==> config.mk <==
export PLATFORM = sky130hd
export DESIGN_NAME = fp_normalize
export DESIGN_NICKNAME = d
export VERILOG_FILES = /design/src/rtl/fp_pkg.sv /design/src/rtl/fp_norm_detect.sv /design/src/rtl/fp_normalize.sv
export SDC_FILE = /design/constraint.sdc
export NUM_CORES = 1
export LEC_CHECK = 0
export ABC_AREA = 1
export BUFFER_PORTS_ARGS = -buffer_cell sky130_fd_sc_hd__buf_4
export CAP_MARGIN = 40
export CORE_MARGIN = 3
export CORE_UTILIZATION = 51
export DETAILED_ROUTE_END_ITERATION = 7
export PLACE_DENSITY_LB_ADDON = 0.05
export SLEW_MARGIN = 20
export SYNTH_ARGS = -nofsm -noshare
export SYNTH_HDL_FRONTEND = slang
export SYNTH_SLANG_ARGS = --single-unit
==> constraint.sdc <==
create_clock -name clk -period 1.51 [get_ports clk]
set_input_delay 0.0755 -clock clk [delete_from_list [all_inputs] [get_ports clk]]
set_output_delay 0.0755 -clock clk [all_outputs]
set_load 0.05 [all_outputs]
==> src/rtl/fp_pkg.sv <==
// Shared constants and types for the floating-point post-add normalization stage.
// Word layout: {signed exponent, signed two's-complement mantissa}.
package fp_pkg;

  localparam int EXP_W  = 8;
  localparam int MANT_W = 24;
  localparam int WORD_W = EXP_W + MANT_W;

  localparam logic signed [EXP_W-1:0] EXP_MIN      = 8'sh80;
  localparam logic signed [EXP_W-1:0] EXP_MAX      = 8'sh7F;
  // Lowest exponent from which a 4-bit shift cannot step past EXP_MIN.
  localparam logic signed [EXP_W-1:0] EXP_FAST_MIN = 8'sh84;

  localparam logic [MANT_W-1:0] MANT_POS_MAX = 24'h7FFFFF;
  localparam logic [MANT_W-1:0] MANT_NEG_MAX = 24'h800000;

  typedef enum logic [1:0] {
    IDLE = 2'd0,
    NORM = 2'd1,
    DONE = 2'd2
  } state_e;

endpackage

==> src/rtl/fp_norm_detect.sv <==
// Combinational mantissa classifier: zero, already normalized, and safe-to-shift-by-4.
module fp_norm_detect
  import fp_pkg::*;
(
  input  logic [MANT_W-1:0] mant_i,
  output logic              is_zero_o,
  output logic              is_norm_o,
  output logic              can_shift4_o
);

  assign is_zero_o    = (mant_i == {MANT_W{1'b0}});
  assign is_norm_o    = (mant_i[MANT_W-1] != mant_i[MANT_W-2]);
  // Five equal top bits means at least four redundant sign bits to drop.
  assign can_shift4_o = !is_zero_o && (mant_i[MANT_W-1:MANT_W-5] == {5{mant_i[MANT_W-1]}});

endmodule

==> src/rtl/fp_normalize.sv <==
// Iterative post-add normalizer with valid/ready handshakes on both sides.
// Define FP_NORM_FAST_SHIFT_EN to allow 4-bit shift steps (same results, lower latency).
module fp_normalize
  import fp_pkg::*;
(
  input  logic        clk,
  input  logic        reset,
  input  logic        in_valid,
  output logic        in_ready,
  input  logic [31:0] in_word,
  input  logic        in_ovf,
  output logic        out_valid,
  input  logic        out_ready,
  output logic [31:0] out_word,
  output logic        out_zero,
  output logic        out_exp_ovf,
  output logic        out_exp_unf
);

  state_e                   state_q, state_d;
  logic [MANT_W-1:0]        mant_q, mant_d;
  logic signed [EXP_W-1:0]  exp_q, exp_d;
  logic                     sat_q, sat_d;
  logic                     in_ready_q, in_ready_d;
  logic                     out_valid_q, out_valid_d;
  logic [WORD_W-1:0]        out_word_q, out_word_d;
  logic                     out_zero_q, out_zero_d;
  logic                     out_exp_ovf_q, out_exp_ovf_d;
  logic                     out_exp_unf_q, out_exp_unf_d;

  logic                     is_zero_s, is_norm_s, can_shift4_s, fast_step_s;
  logic signed [EXP_W-1:0]  in_exp_s;
  logic [MANT_W-1:0]        in_mant_s;

  assign in_exp_s  = $signed(in_word[WORD_W-1:MANT_W]);
  assign in_mant_s = in_word[MANT_W-1:0];

  fp_norm_detect u_detect (
    .mant_i       (mant_q),
    .is_zero_o    (is_zero_s),
    .is_norm_o    (is_norm_s),
    .can_shift4_o (can_shift4_s)
  );

`ifdef FP_NORM_FAST_SHIFT_EN
  assign fast_step_s = can_shift4_s && (exp_q >= EXP_FAST_MIN);
`else
  // Detector is shared by both builds; the wide step is tied off here.
  assign fast_step_s = can_shift4_s & 1'b0;
`endif

  // Next-state, datapath and output-register logic.
  always_comb begin
    state_d       = state_q;
    mant_d        = mant_q;
    exp_d         = exp_q;
    sat_d         = sat_q;
    in_ready_d    = in_ready_q;
    out_valid_d   = out_valid_q;
    out_word_d    = out_word_q;
    out_zero_d    = out_zero_q;
    out_exp_ovf_d = out_exp_ovf_q;
    out_exp_unf_d = out_exp_unf_q;
    case (state_q)
      IDLE: begin
        if (in_valid && in_ready_q) begin
          state_d    = NORM;
          in_ready_d = 1'b0;
          if (!in_ovf) begin
            mant_d = in_mant_s;
            exp_d  = in_exp_s;
            sat_d  = 1'b0;
          end else if (in_exp_s != EXP_MAX) begin
            // Restore the lost sign bit; the result is already normalized.
            mant_d = {~in_mant_s[MANT_W-1], in_mant_s[MANT_W-1:1]};
            exp_d  = in_exp_s + 8'sd1;
            sat_d  = 1'b0;
          end else begin
            mant_d = in_mant_s[MANT_W-1] ? MANT_POS_MAX : MANT_NEG_MAX;
            exp_d  = EXP_MAX;
            sat_d  = 1'b1;
          end
        end else begin
          state_d = IDLE;
        end
      end
      NORM: begin
        if (is_zero_s) begin
          state_d       = DONE;
          out_valid_d   = 1'b1;
          out_word_d    = {WORD_W{1'b0}};
          out_zero_d    = 1'b1;
          out_exp_ovf_d = 1'b0;
          out_exp_unf_d = 1'b0;
        end else if (is_norm_s || (exp_q == EXP_MIN)) begin
          state_d       = DONE;
          out_valid_d   = 1'b1;
          out_word_d    = {exp_q, mant_q};
          out_zero_d    = 1'b0;
          out_exp_ovf_d = sat_q;
          out_exp_unf_d = !is_norm_s;
        end else if (fast_step_s) begin
          mant_d = {mant_q[MANT_W-5:0], 4'b0000};
          exp_d  = exp_q - 8'sd4;
        end else begin
          mant_d = {mant_q[MANT_W-2:0], 1'b0};
          exp_d  = exp_q - 8'sd1;
        end
      end
      DONE: begin
        if (out_ready) begin
          state_d     = IDLE;
          out_valid_d = 1'b0;
          in_ready_d  = 1'b1;
        end else begin
          state_d = DONE;
        end
      end
      default: begin
        state_d     = IDLE;
        in_ready_d  = 1'b1;
        out_valid_d = 1'b0;
      end
    endcase
  end

  // State and output registers with synchronous reset.
  always_ff @(posedge clk) begin
    if (reset) begin
      state_q       <= IDLE;
      mant_q        <= {MANT_W{1'b0}};
      exp_q         <= 8'sd0;
      sat_q         <= 1'b0;
      in_ready_q    <= 1'b1;
      out_valid_q   <= 1'b0;
      out_word_q    <= {WORD_W{1'b0}};
      out_zero_q    <= 1'b0;
      out_exp_ovf_q <= 1'b0;
      out_exp_unf_q <= 1'b0;
    end else begin
      state_q       <= state_d;
      mant_q        <= mant_d;
      exp_q         <= exp_d;
      sat_q         <= sat_d;
      in_ready_q    <= in_ready_d;
      out_valid_q   <= out_valid_d;
      out_word_q    <= out_word_d;
      out_zero_q    <= out_zero_d;
      out_exp_ovf_q <= out_exp_ovf_d;
      out_exp_unf_q <= out_exp_unf_d;
    end
  end

  assign in_ready    = in_ready_q;
  assign out_valid   = out_valid_q;
  assign out_word    = out_word_q;
  assign out_zero    = out_zero_q;
  assign out_exp_ovf = out_exp_ovf_q;
  assign out_exp_unf = out_exp_unf_q;

endmodule
After elaboration in Yosys (flattened, before gate mapping)
Cells that the tools add are included.
{"block": "totals", "ff_bits": 72, "in_bits": 37, "wordCells": 72, "out_inout_bits": 37}
{"block": "op_classes", "n_eq_ne": 10, "n_mux": 35, "n_reduce_logical": 12, "n_bitwise": 3, "n_addsub": 2}
{"op": "24-bit two-way mux", "n": 6}
{"op": "32-bit two-way mux", "n": 2}
{"op": "24-bit one-hot mux with 2 select lines", "n": 1}
{"op": "8-bit two-way mux", "n": 5}
{"op": "24-bit zero test", "n": 1}
{"op": "8-bit one-hot mux with 2 select lines", "n": 1}
{"op": "1-bit two-way mux", "n": 14}
{"op": "8-bit by 2-bit adder with 8-bit output, second input constant", "n": 1}
{"op": "8-bit equality test, second input constant", "n": 1}
{"op": "2-bit != test, second input constant", "n": 4}
{"op": "8-bit != test, second input constant", "n": 1}
{"op": "8-bit by 2-bit subtractor with 8-bit output, second input constant", "n": 1}
{"op": "2-bit two-way mux", "n": 3}
{"op": "1-bit one-hot mux with 3 select lines", "n": 2}
{"op": "2-bit one-hot mux with 3 select lines", "n": 1}
{"op": "3-bit AND reduction", "n": 2}
{"op": "2-bit AND reduction", "n": 2}
{"op": "4-bit AND reduction", "n": 1}
{"op": "2-bit nonzero test", "n": 2}
{"op": "3-bit != test, second input constant", "n": 1}
{"op": "1-bit inverter", "n": 3}
{"op": "2-bit by 1-bit equality test with 1-bit output, second input constant", "n": 1}
{"op": "2-bit equality test, second input constant", "n": 1}
{"op": "2-bit zero test", "n": 1}
{"op": "4 further kinds", "n": 4}

Depth between registers and ports, before layout
{"block": "logic_depth", "word_depth": 5, "ltp_mapped": 12, "depth_no_buf": 11}

By module
Synthesis repeated with hierarchy kept, for this count alone.
{"block": "hier_totals", "hier_cells": 632, "hier_area_um2": 4062.6}
{"module": "fp_normalize", "instances": 1, "cells_per_inst": 598, "area_each_um2": 3906.2, "seq_area_each_um2": 1441.4}
{"module": "fp_norm_detect", "instances": 1, "cells_per_inst": 34, "area_each_um2": 156.4, "seq_area_each_um2": 0.0}

Least setup slack after synthesis
OpenSTA, ideal clock, no wires.
{"block": "synth_path", "kind": "flip-flop to flip-flop", "from": "register mant_q[22]", "to": "register exp_q[1]", "setup_ns": 0.116, "t_arrival_ns": 1.455, "setup_slack_ns": -0.061, "period_less_slack_ns": 1.571, "path_stages_with_launch": 11, "required_time_ns": 1.394, "n_path_buf": 1, "path_cell_list": "dfxtp_1 inv_1 ha_1 inv_1 nand2_1 o21bai_4 nand2_4 nand2_4 buf_8 nor2_1 nor2_1"}
{"block": "synth_between", "elab_chain_cells": 4, "word_cells_on_any_way": 6, "classes_between": "eq/ne: 3; reduce/logical: 3"}
{"item": "start, declared", "line_no": "fp_normalize.sv:21", "source": "logic [MANT_W-1:0] mant_q, mant_d;"}
{"item": "start signal, assigned", "line_no": "fp_normalize.sv:131", "source": "mant_q <= {MANT_W{1'b0}};"}
{"item": "start signal, assigned", "line_no": "fp_normalize.sv:142", "source": "mant_q <= mant_d;"}
{"item": "parallel branches: the longest is 3 deep, another holds 24-bit zero test"}
{"item": "4-bit AND reduction (no line) *"}
{"item": "end signal, assigned", "line_no": "fp_normalize.sv:143", "source": "exp_q <= exp_d;"}
{"item": "end, declared", "line_no": "fp_normalize.sv:22", "source": "logic signed [EXP_W-1:0] exp_q, exp_d;"}
Every way passes the cells marked *.
A chain may end at the register's enable or synchronous reset.

Worst setup path after layout
{"block": "layout_path", "from": "register mant_q[12]", "to": "register out_word_q[20] (netlist: out_word[20])"}
{"block": "layout_between", "elab_chain_cells": 3, "word_cells_on_any_way": 4, "classes_between": "mux: 1; reduce/logical: 3"}
{"item": "24-bit zero test *", "line_no": "fp_norm_detect.sv:11", "source": "assign is_zero_o = (mant_i == {MANT_W{1'b0}});"}
{"item": "2-bit nonzero test (no line)"}
{"item": "2-bit AND reduction (no line)"}
{"item": "end signal, assigned", "line_no": "fp_normalize.sv:136", "source": "out_word_q <= {WORD_W{1'b0}};"}
{"item": "end signal, assigned", "line_no": "fp_normalize.sv:147", "source": "out_word_q <= out_word_d;"}
{"item": "end, declared", "line_no": "fp_normalize.sv:26", "source": "logic [WORD_W-1:0] out_word_q, out_word_d;"}
Every way passes the cells marked *; elsewhere a longest branch is shown, timed or not.

==> out/qor.txt <==
status = finished with violations
failing checks = negative setup slack
hold bufs inserted after CTS = 0
GRT Overall Usage = 25.3%
Hold Path Sink = in_ready
unrepaired setup endpoints after global routing = true
Worst Hold Class = input pin to register
Final Worst Setup Slack = -121 ps
fraction of layout cells with a size suffix above 1 = 35.1%
Synth async-reset ratio = 0%
Post-Synth Simple-Gate Area = 39.4%
RD Place Congestion = 0.904
sequential fraction of the synthesis area = 35.0%
Core Area = 0.00777 sq mm
Area Growth Syn to Fin = 42.5%
LEAKAGE = 0.00272 uW
CP max FO = 7
Adder-Cell Fraction of Synth Area = 1.22%
largest family of logic cells by synthesized area = simple AND/OR/NAND/NOR gates
DPL Wire Length = 8410 um
antenna violations before repair = 0
Final Cycle Share = 108%
Setup Viol. Count Final = 65
Die X = 95.8 um
most frequent cells in the layout = 193 x nand2_1, 123 x buf_4, 64 x dfxtp_1
worst-margin pin slew = 400 ps
first-pass detailed-route iteration total = 5
Routed WL = 12400 um
Nets = 800
clk_skew = 15.8 ps
FF-to-FF setup slack = -120 ps
minimum clock period = 1630 ps
CP Launch Type = register
Post-Syn Instances = 640
Num CTS Buffers = 9
pin count of the biggest net entering global routing = 54
synthesized cell area = 0.00411 sq mm
clk slew on worst S/H paths = 80 ps
starting density of the core = 52.9%
port buffer count = 73
global-route wire length before repair = 18400 um
Slew headroom = 73.3%
maximum VDD drop = 901 uV
initial DRC count = 276
number of global-route vias before repair = 4144
Rows = 32
drt drc = 0
Die ar. = 0.00918 sq mm
pwr dens = 1640 mW/mm^2
critical path required time = 1780 ps
Hold Path Depth = 4
Die Ht = 95.8 um
Vias/cell = 5.30
post-layout utilization of the core = 75.5%
Worst-Skew Late Latency = 360 ps
Worst Setup Path Type = register to register
yosys warns = 0
aggregate global routing overflow = 0
# Max-Cap Violations = 0
Yosys reg bits = 72
Slew Limit Fails = 0
post-synthesis xor/xnor area fraction = 1.28%
syn_nets = 681
Final Hold Viols = 0
Worst Reg2Reg Path Length in Cells = 9
arrival time worst endpoint = 1900 ps
CP Capture Type = register
syn avg cell area = 6.43 sq um
diode count = 0
maximum clock rate = 0.613 GHz
Reg-to-Reg End = out_word[20]
Max clock buf depth = 2
Clock Root Buffer = clkbuf_8
Post-DRT Antenna Nets = 0
WHS = 31.8 ps
DR vias = 4586
I/O pin total = 74
post-detailed-route wirelength per cell = 14.3 um
Synth Flop Type = dfxtp_1
H-Tree Depth = 3
hold_sp = in_valid
TritonCTS clock tree = done
post-synthesis compound-gate area fraction = 13.0%
post-synthesis mux area share = 0%
Post-synth EDFFs = 0
most common cell after layout, fill and taps aside = nand2_1
Clock Sinks = 72
R2R Path Start = mant_q[12]
Synth cell types = 35
-- logic make-up (layout without fill, tap and decap cells) --
family | after synthesis | in the layout
compound gates | 93 | 93
xor+xnor | 6 | 6
fa+ha+maj | 4 | 4
buf+inv | 87 | 211
flops | 72 | 72
simple gates | 378 | 378
-- where the power goes --
group	total (uW)	internal, uW	switching [uW]
Clock	1600	811	785
Combinational	5560	2410	3150
Sequential	2450	2220	237
Total	9610	5440	4170
-- how the worst max path moves through the flow --
stage | slack (ps) | startpoint | cells after the start | endpoint
4_1_cts | -20 | mant_q[22] | 10 | mant_q[15]
3_3_place_gp | -50 | exp_q[0] | 9 | mant_q[16]
5_1_grt | -190 | mant_q[4] | 8 | mant_q[14]
2_1_floorplan | 3 | in_ready | 6 | exp_q[1]
6_report | -120 | mant_q[12] | 9 | out_word[20]
3_5_place_dp | -60 | mant_q[22] | 11 | mant_q[14]
-- layer usage --
layer / wire length, um / track usage [%] / up-vias
li1: - / - / 2276
met1: 5350 / 31.6 / 2116
met2: 6050 / 43.2 / 160
met3: 652 / 3.83 / 34
met4: 316 / 10.9 / 0
met5: 0 / 0 / -
-- area by class of cell --
type,count,area (sq um)
multi-input cells,481,2610
fillers,603,1910
flip-flops and latches,72,1450
repair buffers,143,1270
inverters,52,200
clock buffers,10,138
well taps,102,128
clock inverters,6,66.3
-- what timing repair did --
action                                 in CTS  in global routing
setup buffers                               3                  5
gates cloned                                2                  3
pin swaps                                  17                 38
endpoints found under the hold margin       0                  0
setup endpoints to repair                  49                 69
gates resized for setup                    44                 80
-- sequential cells by signal (all words and copies together), names as in the netlist, 2 cells and up --
register / cells
mant_q: 24
out_word: 32
exp_q: 8
state_q: 2
-- through the flow --
stage	cells	total power, uW	cell area (sq um)	setup slack (ps)	TNS [ps]
2_1_floorplan	640	5130	4130	3.09	0
3_3_place_gp	837	6360	5090	-49.7	-79.8
3_5_place_dp	837	6420	5090	-55.2	-575
4_1_cts	858	8440	5480	-19.2	-163
5_1_grt	866	10100	5860	-188	-8390
6_report	866	9610	5860	-121	-2450
-- Yosys cell counts (4+ instances only) --
cell type / number / area share, %
buf_2: 12 / 1.5
a21oi_2: 12 / 2.6
nand3_1: 46 / 5.6
inv_1: 48 / 4.4
nand4_1: 12 / 1.8
xor2_1: 4 / 0.85
nand2_2: 16 / 2.4
nor2_1: 87 / 7.9
buf_4: 6 / 1.1
dfxtp_1: 72 / 35
nand2_4: 4 / 1.1
o21ai_0: 28 / 3.4
clkbuf_1: 11 / 1.0
ha_1: 4 / 1.2
nand2_1: 203 / 19
a21oi_1: 45 / 5.5
-- critical path, cell delays in order, from the launching register on --
cell,delay (ps)
dfxtp_1,330
nor2_1,170
nand2_2,110
nor2_2,150
nand3_2,140
nand2_4,160
buf_12,120
clkbuf_16,130
nand3_2,50
a21oi_1,200
(Power assumes the default switching activity.)
